--- src/rtl/ovm_seq_arbiter_if.sv ---
// Purpose: bundles the requester bus and the driver offer channel of ovm_seq_arbiter.
// Ports: req/req_pri/req_data/mode come from the requesters; grant, item_* and busy go out.
// Modports: slave = arbiter side, master = requester/driver side.
interface ovm_seq_arbiter_if #(
  parameter int NREQ = 4,
  parameter int DW   = 32,
  parameter int PW   = 4
);
  localparam int IW = (NREQ > 1) ? $clog2(NREQ) : 1;

  logic [NREQ-1:0]    req;
  logic [NREQ*PW-1:0] req_pri;
  logic [NREQ*DW-1:0] req_data;
  logic [1:0]         mode;
  logic [NREQ-1:0]    grant;
  logic               item_valid;
  logic               item_ready;
  logic [DW-1:0]      item_data;
  logic [IW-1:0]      item_id;
  logic               item_done;
  logic               busy;

  modport slave (
    input  req, req_pri, req_data, mode, item_ready, item_done,
    output grant, item_valid, item_data, item_id, busy
  );

  modport master (
    output req, req_pri, req_data, mode, item_ready, item_done,
    input  grant, item_valid, item_data, item_id, busy
  );
endinterface

--- src/rtl/ovm_seq_arbiter.sv ---
// Purpose: sequencer arbiter; picks one pending requester (FIFO age / strict priority / round robin) and offers its item.
// Latency: grant, item_valid, item_data and item_id are registered one edge after req is sampled in IDLE.
// Backpressure: the offer holds until item_ready; no new arbitration happens until item_done returns the FSM to IDLE.
// Ports: clk, rst_n (async active-low); bus.slave carries req/req_pri/req_data/mode in and grant/item_*/busy out.
module ovm_seq_arbiter #(
  parameter int NREQ = 4,
  parameter int DW   = 32,
  parameter int PW   = 4
) (
  input logic                clk,
  input logic                rst_n,
  ovm_seq_arbiter_if.slave   bus
);
  localparam int IW = (NREQ > 1) ? $clog2(NREQ) : 1;
  localparam int KW = PW + 8;

  localparam logic [1:0] S_IDLE  = 2'd0;
  localparam logic [1:0] S_OFFER = 2'd1;
  localparam logic [1:0] S_BUSY  = 2'd2;

  logic [1:0]      state_q, state_d;
  logic [NREQ-1:0] grant_q, grant_d;
  logic [NREQ-1:0] req_prev_q;
  logic            item_valid_q, item_valid_d;
  logic [DW-1:0]   item_data_q, item_data_d;
  logic [IW-1:0]   item_id_q, item_id_d;
  logic [IW-1:0]   last_grant_q, last_grant_d;
  logic [7:0]      age_q   [NREQ];
  logic [7:0]      age_d   [NREQ];
  logic [7:0]      age_eff [NREQ];

  logic [NREQ-1:0] req_rise;
  logic [NREQ-1:0] elig;
  logic            win_vld;
  logic [IW-1:0]   win_idx;
  logic [KW-1:0]   best_key;

  assign req_rise = bus.req & ~req_prev_q;
  // The requester granted last edge may still show req this cycle; keep it out.
  assign elig     = bus.req & ~grant_q;

  // A freshly raised request counts as age 0 even before its counter clears,
  // otherwise a stale count from an earlier request would leak into arbitration.
  always_comb begin
    for (int i = 0; i < NREQ; i++) begin
      age_eff[i] = req_rise[i] ? 8'd0 : age_q[i];
    end
  end

  // Priority/age search: strict mode prepends priority to the age so one
  // compare covers both; strict '>' keeps the lowest index on ties.
  always_comb begin
    logic [KW-1:0] key;
    int            idx;
    win_vld  = 1'b0;
    win_idx  = '0;
    best_key = '0;
    key      = '0;
    idx      = 0;
    for (int i = 0; i < NREQ; i++) begin
      key = {(bus.mode == 2'd1) ? bus.req_pri[i*PW +: PW] : {PW{1'b0}}, age_eff[i]};
      if (elig[i] && (!win_vld || key > best_key)) begin
        win_vld  = 1'b1;
        win_idx  = IW'(i);
        best_key = key;
      end
    end
    if (bus.mode == 2'd2) begin
      win_vld = 1'b0;
      win_idx = '0;
      // Walk from farthest to nearest so the first pending index after
      // last_grant is the one left standing.
      for (int k = NREQ; k >= 1; k--) begin
        idx = (int'(last_grant_q) + k) % NREQ;
        if (elig[idx]) begin
          win_vld = 1'b1;
          win_idx = IW'(idx);
        end
      end
    end
  end

  always_comb begin
    state_d      = state_q;
    grant_d      = '0;
    item_valid_d = item_valid_q;
    item_data_d  = item_data_q;
    item_id_d    = item_id_q;
    last_grant_d = last_grant_q;
    case (state_q)
      S_IDLE: begin
        if (win_vld) begin
          grant_d[win_idx] = 1'b1;
          item_valid_d     = 1'b1;
          item_data_d      = bus.req_data[int'(win_idx)*DW +: DW];
          item_id_d        = win_idx;
          last_grant_d     = win_idx;
          state_d          = S_OFFER;
        end
      end
      S_OFFER: begin
        if (bus.item_ready) begin
          item_valid_d = 1'b0;
          if (bus.item_done) begin
            state_d     = S_IDLE;
            item_data_d = '0;
            item_id_d   = '0;
          end else begin
            state_d = S_BUSY;
          end
        end
      end
      S_BUSY: begin
        if (bus.item_done) begin
          state_d     = S_IDLE;
          item_data_d = '0;
          item_id_d   = '0;
        end
      end
      default: begin
        state_d      = S_IDLE;
        item_valid_d = 1'b0;
        item_data_d  = '0;
        item_id_d    = '0;
      end
    endcase
  end

  always_comb begin
    for (int i = 0; i < NREQ; i++) begin
      age_d[i] = age_eff[i];
      if (!req_rise[i] && bus.req[i] && !grant_d[i] && !grant_q[i] && age_q[i] != 8'hFF) begin
        age_d[i] = age_q[i] + 8'd1;
      end
    end
  end

  always_ff @(posedge clk or negedge rst_n) begin
    if (!rst_n) begin
      state_q      <= S_IDLE;
      grant_q      <= '0;
      req_prev_q   <= '0;
      item_valid_q <= 1'b0;
      item_data_q  <= '0;
      item_id_q    <= '0;
      last_grant_q <= IW'(NREQ - 1);
      for (int i = 0; i < NREQ; i++) begin
        age_q[i] <= 8'd0;
      end
    end else begin
      state_q      <= state_d;
      grant_q      <= grant_d;
      req_prev_q   <= bus.req;
      item_valid_q <= item_valid_d;
      item_data_q  <= item_data_d;
      item_id_q    <= item_id_d;
      last_grant_q <= last_grant_d;
      for (int i = 0; i < NREQ; i++) begin
        age_q[i] <= age_d[i];
      end
    end
  end

  assign bus.grant      = grant_q;
  assign bus.item_valid = item_valid_q;
  assign bus.item_data  = item_data_q;
  assign bus.item_id    = item_id_q;
  assign bus.busy       = (state_q != S_IDLE);
endmodule

--- src/flat_wrapper.sv ---
// flat-port wrapper written by rule: the top's interface ports become plain ports
module ovm_seq_arbiter_flat 
#(
  parameter int NREQ = 4,
  parameter int DW   = 32,
  parameter int PW   = 4
)
  (clk, rst_n, bus_req, bus_req_pri, bus_req_data, bus_mode, bus_item_ready, bus_item_done, bus_grant, bus_item_valid, bus_item_data, bus_item_id, bus_busy);
  ovm_seq_arbiter_if #(.NREQ(NREQ), .DW(DW), .PW(PW)) bus_i ();
  input logic clk;
  input logic rst_n;
  input wire logic [$bits(bus_i.req)-1:0] bus_req;
  input wire logic [$bits(bus_i.req_pri)-1:0] bus_req_pri;
  input wire logic [$bits(bus_i.req_data)-1:0] bus_req_data;
  input wire logic [$bits(bus_i.mode)-1:0] bus_mode;
  input wire logic [$bits(bus_i.item_ready)-1:0] bus_item_ready;
  input wire logic [$bits(bus_i.item_done)-1:0] bus_item_done;
  output wire logic [$bits(bus_i.grant)-1:0] bus_grant;
  output wire logic [$bits(bus_i.item_valid)-1:0] bus_item_valid;
  output wire logic [$bits(bus_i.item_data)-1:0] bus_item_data;
  output wire logic [$bits(bus_i.item_id)-1:0] bus_item_id;
  output wire logic [$bits(bus_i.busy)-1:0] bus_busy;
  assign bus_i.req = bus_req;
  assign bus_i.req_pri = bus_req_pri;
  assign bus_i.req_data = bus_req_data;
  assign bus_i.mode = bus_mode;
  assign bus_i.item_ready = bus_item_ready;
  assign bus_i.item_done = bus_item_done;
  assign bus_grant = bus_i.grant;
  assign bus_item_valid = bus_i.item_valid;
  assign bus_item_data = bus_i.item_data;
  assign bus_item_id = bus_i.item_id;
  assign bus_busy = bus_i.busy;
  ovm_seq_arbiter #(.NREQ(NREQ), .DW(DW), .PW(PW)) u_core (.clk(clk), .rst_n(rst_n), .bus(bus_i));
endmodule
--- config.mk ---
export PLATFORM = sky130hd
export DESIGN_NAME = ovm_seq_arbiter_flat
export DESIGN_NICKNAME = d
export VERILOG_FILES = /design/src/rtl/ovm_seq_arbiter_if.sv /design/src/rtl/ovm_seq_arbiter.sv /design/src/flat_wrapper.sv
export SDC_FILE = /design/constraint.sdc
export NUM_CORES = 1
export LEC_CHECK = 0
export CAP_MARGIN = 10
export CORE_ASPECT_RATIO = 1.1
export CORE_MARGIN = 2
export CORE_UTILIZATION = 40
export CTS_CLUSTER_SIZE = 10
export DETAILED_ROUTE_END_ITERATION = 7
export HOLD_SLACK_MARGIN = 0.12
export PLACE_DENSITY_LB_ADDON = 0.15
export SYNTH_ARGS = -nofsm -noshare
export SYNTH_HDL_FRONTEND = slang
export SYNTH_SLANG_ARGS = --single-unit
export TNS_END_PERCENT = 1
--- constraint.sdc ---
create_clock -name clk -period 8.2 [get_ports clk]
set_input_delay 0.82 -clock clk [delete_from_list [all_inputs] [get_ports clk]]
set_output_delay 0.82 -clock clk [all_outputs]
set_load 0.02 [all_outputs]
Word level (Yosys, flattened, before mapping) --
Index checks and enable logic that the tools add are counted.
Cells by class: equal/unequal tests 11, shifts and indexed selects 1, bitwise operators 9, reduce and logical (&&, ||, !) cells 48, mux-type cells 64, order comparisons 9, add/sub/neg operators 8
Operator list (count):
- 128-bit by 8-bit indexed part select with 32-bit output | 1
- 32-bit 2-to-1 mux | 3
- 32-bit case mux with 3 select lines | 1
- 8-bit 2-to-1 mux | 8
- 12-bit > comparator | 3
- 12-bit 2-to-1 mux | 3
- 8-bit by 1-bit adder with 8-bit output (second input constant) | 4
- 8-bit != test (second input constant) | 4
- 2-bit 2-to-1 mux | 14
- 4-bit 2-to-1 mux | 6
- 1-bit 2-to-1 mux | 21
- 1-bit logical AND | 20
- 3-bit by 4-bit less-than comparator with 1-bit output (second input constant) | 4
- 1-bit logical NOT | 15
- 2-bit case mux with 3 select lines | 2
- 4-bit AND | 2
- 1-bit binary-select mux with 2-bit select | 4
- 4-bit inverter | 2
- 2-bit OR reduction | 4
- 3-bit AND reduction | 2
- 2-bit by 1-bit adder with 2-bit output (second input constant) | 2
- 2-bit adder (second input constant) | 2
- 1-bit AND (first input constant) | 4
- 2-bit by 1-bit equality test with 1-bit output (second input constant) | 2
- 12 further kinds | 17
Storage, ports and cells: word-level logic and storage cells 161, register bits 79

Longest topological paths before layout --
Gate-level depths: netlist (run 1).
word-level depth 28, gate-level depth with buffers 30

Worst setup path after synthesis (run 1) --
OpenSTA, ideal clock, no wires.
path type in2reg, start point input port bus_req[0], end point register u_core.age_q[1] in the netlist's numbering, buffers on the path 3, required time 8.075 ns, setup time 0.125 ns, data arrival time 7.029 ns, slack 1.046 ns, stages on the path 27, path through and2b_2 -> and2_1 -> clkbuf_1 -> nand2_1 -> ha_1 -> nor2b_1 -> o211ai_1 -> a211o_1 -> a31oi_1 -> clkbuf_1 -> mux2_2 -> ha_1 -> nand4_1 -> or2_2 -> o31a_1 -> o31ai_4 -> clkbuf_1 -> nand2_1 -> o21ai_0 -> ha_1 -> a21o_1 -> a21o_1 -> a211o_1 -> o21ai_0 -> nor3_1 -> a311oi_4 -> mux2_2
RTL lines:
- from (decl) | line flat_wrapper.sv:12 | input wire logic [$bits(bus_i.req)-1:0] bus_req;
- to (signal, indexed assignment) | line ovm_seq_arbiter.sv:159 | age_q[i] <= age_d[i];
- to (decl) | line ovm_seq_arbiter.sv:28 | logic [7:0] age_q [NREQ];

Worst setup path in the final report (run 1) --
start point input port bus_req[0], end point register u_core.item_data_q[24], in the netlist u_core.bus.item_data[24]
Between the ends: cells in the longest elaborated chain, start to end 19, elaborated cells between the ends (all ways) 52, classes of those cells 3 x order compare; 1 x eq/ne; 1 x shift; 35 x mux; 2 x bitwise; 10 x reduce/logical
RTL lines:
- 4-bit AND | line ovm_seq_arbiter.sv:38 | assign req_rise = bus.req & ~req_prev_q;
- 8-bit 2-to-1 mux | line ovm_seq_arbiter.sv:46 | age_eff[i] = req_rise[i] ? 8'd0 : age_q[i];
- 12-bit 2-to-1 mux | line ovm_seq_arbiter.sv:62 | if (elig[i] && (!win_vld || key > best_key)) begin
- 12-bit > comparator | line ovm_seq_arbiter.sv:62
- 1-bit logical OR | line ovm_seq_arbiter.sv:62
- 1-bit logical AND | line ovm_seq_arbiter.sv:62
- 12-bit 2-to-1 mux or 1-bit 2-to-1 mux (tied branches) | line ovm_seq_arbiter.sv:62
- 12-bit > comparator or 1-bit logical NOT (tied branches) | line ovm_seq_arbiter.sv:62
- (+3 left out)
- 12-bit > comparator or 1-bit logical NOT (tied branches) | line ovm_seq_arbiter.sv:62
- 1-bit logical OR | line ovm_seq_arbiter.sv:62
- 1-bit logical AND | line ovm_seq_arbiter.sv:62
- 2-bit 2-to-1 mux | line ovm_seq_arbiter.sv:62
- 2-bit 2-to-1 mux | line ovm_seq_arbiter.sv:68 | if (bus.mode == 2'd2) begin
- 128-bit by 8-bit indexed part select with 32-bit output | line ovm_seq_arbiter.sv:95 | item_data_d = bus.req_data[int'(win_idx)*DW +: DW];
- 32-bit 2-to-1 mux | line ovm_seq_arbiter.sv:92 | if (win_vld) begin
- 32-bit case mux with 3 select lines | line ovm_seq_arbiter.sv:90 | case (state_q)
- to (signal assigned) | line ovm_seq_arbiter.sv:155 | item_data_q <= item_data_d;
- to (decl) | line ovm_seq_arbiter.sv:25 | logic [DW-1:0] item_data_q, item_data_d;
Parallel ways exist; a longest one is shown, timed or not. The select of a mux whose other input is x is not followed. A chain may end at the register's enable or synchronous reset.

==> results.tsv, run 1 <==
stage	metric	value	unit
placed_design	detailed placer's ending HPWL	14300	um
clock_network	Clock Tree Buf Depth	2	
clock_network	clock-pin slew on the worst setup and hold paths	0.06	ns
logic_synthesis	Synth async-reset ratio	100	%
routing	Vias/cell	5.43	
floorplan	die width	119	um
logic_synthesis	register area share after synthesis	33.8	%
logic_synthesis	largest cells by area after synthesis	dfrtp_1 (33%), mux2i_1 (13%), ha_1 (9.2%), nand2_1 (5.4%), o221ai_1 (5.2%)	
logic_synthesis	post-synthesis compound-gate area fraction	15.6	%
cells_and_area	Total Nets Final	997	
floorplan	core region area	14400	um^2
routing	DRT Pass-1 Iters	4	
sta	setup TNS	0	ns
logic_synthesis	Netlist cell types	56	
sta	Slew @ Worst Pin	1.06	ns
logic_synthesis	most instantiated library cell after synthesis	nand2_1	
logic_synthesis	mapped cell area	5860	um^2
power_and_ir_drop	Lkg Pwr	3.84	nW
global_routing	Overflow after GRT	0	
power_and_ir_drop	Power Density	290	nW/um^2
logic_synthesis	post-synthesis mux area share	18.2	%
sta	Slew Viols, Final	0	
worst_setup_path	crit path DAT	7.70	ns
cells_and_area	share of layout cells above drive strength 1	8.94	%
floorplan	die height	131	um
global_routing	pin count of the biggest net entering global routing	80	
clock_network	clock sinks	79	
worst_setup_path	CP max stage delay	0.54	ns
logic_synthesis	post-synthesis adder-cell area fraction	9.18	%
logic_synthesis	Post-synth EDFFs	0	
sta	final worst-path cycle share	91.5	%
global_routing	wire length of the first global-routing pass	28200	um
clock_network	clock root buffer	clkbuf_16	
min_path	worst hold path type	reg -> reg	
routing	DRC viols	0	
sta	f_max	0.133	GHz
routing	DR vias	5428	
logic_synthesis	Yosys warnings	0	
logic_synthesis	area leader, netlist	dfrtp_1	
sta	final setup vio count	0	
sta	minimum clock period	7.50	ns
floorplan	die area	15600	um^2
floorplan	boundary pin count	194	
floorplan	Starting Density	40.7	%
clock_network	hold buffers post-CTS	0	
cells_and_area	final-layout fill cell count	1292	
placed_design	Final GP Congestion	0.861	
logic_synthesis	Net Count, Synth	807	
clock_network	Clk Latency, worst-skew pair	0.35	ns
job	max_cap viols	0	
cells_and_area	Final Cell Area	8340	um^2
logic_synthesis	largest family of logic cells by synthesized area	multiplexers	
logic_synthesis	synth cell count leaders	nand2_1 (84), dfrtp_1 (77), mux2i_1 (76)	
logic_synthesis	top_reg_cell synth	dfrtp_1	
sta	Slew Limit Headroom	29.6	%
logic_synthesis	syn_area_per_cell	9.61	um^2
cells_and_area	Layout Area Growth over Synthesis	42.2	%
placed_design	placed cell area	8020	um^2
logic_synthesis	simple-gate area share of the yosys netlist	16.4	%
sta	tightest hold margin	0.492	ns
global_routing	Tot GR Track Use	23.2	%
sta	unrepaired setup endpoints after global routing	false	
power_and_ir_drop	VDD IR-drop max	0.159	mV
logic_synthesis	post-synthesis xor/xnor area fraction	3.14	%
logic_synthesis	Seq cells post-synth	79	
logic_synthesis	Synth top area share	32.9	%
worst_setup_path	critical path type	in -> reg	
worst_setup_path	Critical Path Slowest Stage Cell	clkdlybuf4s50_1	
placed_design	IO Port Bufs	193	
clock_network	H-tree Lvls	3	
clock_network	Post-CTS Repair Setup Buffers	0	
routing	total wire length	18500	um
routing	initial DRC count	282	
global_routing	vias in the first global route	5555	
worst_setup_path	startpoint types	input port	
sta	clk_skew	0.00966	ns
sta	Hold Fails Final Rpt	0	
routing	ANT nets after route	0	
clock_network	TritonCTS clock tree	yes	
floorplan	FP Rows	46	
logic_synthesis	Syn Inst Count	610	
clock_network	CTS buffer count	9	
global_routing	initial antenna violation count	2	
status	status	completed	
routing	drt wl/cell	18.5	um
worst_setup_path	largest fanout on the critical path	29	
worst_setup_path	Worst EP required	8.40	ns
worst_setup_path	Critical Path End Type	register	
==> metrics by stage <==
| stage | util [%] | setup slack (ns) | power (mW) | instances |
|---|---|---|---|---|
| floorplan | - | 1.05 | 1.52 | 610 |
| global placement | 55.7 | 0.273 | 1.96 | 980 |
| detailed placement | 55.7 | 0.111 | 2.00 | 980 |
| CTS | 57.7 | 0.446 | 2.41 | 996 |
| global route | 57.9 | 0.235 | 2.57 | 998 |
| finish | 57.9 | 0.700 | 2.41 | 1000 |
==> flip-flops by register name, indices dropped and copies added (netlist names) <==
register,count
u_core.age_q,32
u_core.bus.item_data,32
u_core.bus.grant,4
u_core.req_prev_q,4
u_core.bus.item_id,2
u_core.last_grant_q,2
u_core.state_q,2
u_core.bus.item_valid,1
==> where the power goes <==
part	internal (mW)	total, mW	leakage (nW)	switching, mW
logic	0.643	1.41	2.65	0.767
clock network	0.243	0.408	0.146	0.165
registers	0.508	0.596	1.04	0.0882
total	1.39	2.41	3.84	1.02
==> cell usage in the layout (no fill, tap or decap), drive strengths merged, types with 2 or more instances in the layout <==
cell type,instances
nand3,24
xnor2,12
diode,3
clkinv,3
o31ai,4
clkdlybuf4s50,192
a21oi,17
and2,25
o21a,3
and3,8
ha,43
o21ai,21
o221ai,35
a31o,5
dfstp,2
nand2,84
clkbuf,12
o211ai,3
nor2b,8
o2bb2ai,3
a211o,4
a21o,7
nand4,10
buf,13
a31oi,4
inv,23
dfrtp,77
nor3,4
nor2,14
a311oi,2
mux2i,76
xor2,9
mux2,27
nand2b,11
and2b,2
==> timing repair <==
item | CTS | global route
endpoints found under the setup margin | 0 | 23
hold endpoints to repair | 0 | 0
gates resized for setup | 0 | 1
==> final cells by class <==
cell class                      count  area (um^2)  share of cell area (%)
Clock inverter                      4         45.0                   0.540
Multi-Input combinational cell    482         3690                    44.2
Antenna cell                        3         7.51                  0.0900
Timing Repair Buffer              205         2040                    24.5
Sequential cell                    79         1980                    23.7
Tap cell                          192          240                    2.88
Inverter                           23         86.3                    1.04
Clock buffer                       12          246                    2.96
==> path summary, 6_finish.rpt <==
kind                                                       from                                    to  slack, ns  cells past startpoint
min reg2reg                u_core.bus.item_data[21]$_DFFE_PN0P_  u_core.bus.item_data[21]$_DFFE_PN0P_       0.49                      2
max reg2reg                       u_core.bus.grant[0]$_DFF_PN0_  u_core.bus.item_data[24]$_DFFE_PN0P_       1.24                     25
max in group asynchronous                                 rst_n            u_core.age_q[23]$_DFF_PN0_       6.85                      1
min                        u_core.bus.item_data[21]$_DFFE_PN0P_  u_core.bus.item_data[21]$_DFFE_PN0P_       0.49                      2
max                                                  bus_req[0]  u_core.bus.item_data[24]$_DFFE_PN0P_       0.70                     26
min in group asynchronous                                 rst_n             u_core.age_q[0]$_DFF_PN0_       0.63                      1
==> critical path, delay by kind of cell <==
kind	cells	cell delay, ns
fa+ha+maj	3	0.93
buf+inv	3	1.03
simple gates	6	1.25
compound gates	12	3.00
mux	2	0.63
==> routing by layer <==
metal  share of wire (%)  vias up  GRT usage [%]
li1                    -     2634              -
met5               0.060        -              0
met2                  48      187           38.8
met3                 7.1       29           6.25
met1                  42     2576           28.1
met4                 2.8        2           10.9
==> cell families (layout without fill, tap and decap cells) <==
logic type	after synthesis	count (layout)
simple gates	196	196
compound gates	118	119
mux	103	103
flops	79	79
buf+inv	50	244
fa+ha+maj	43	43
xor+xnor	21	21
other cells	0	3
Power figures use the tool's default switching activity.
==> run 2, diff against run 1 <==
- ABC_CLOCK_PERIOD_IN_PS: unset -> 8200
==> results of run 2 <==
No change in the layout: final DEF, timing and power equal those of run 1.
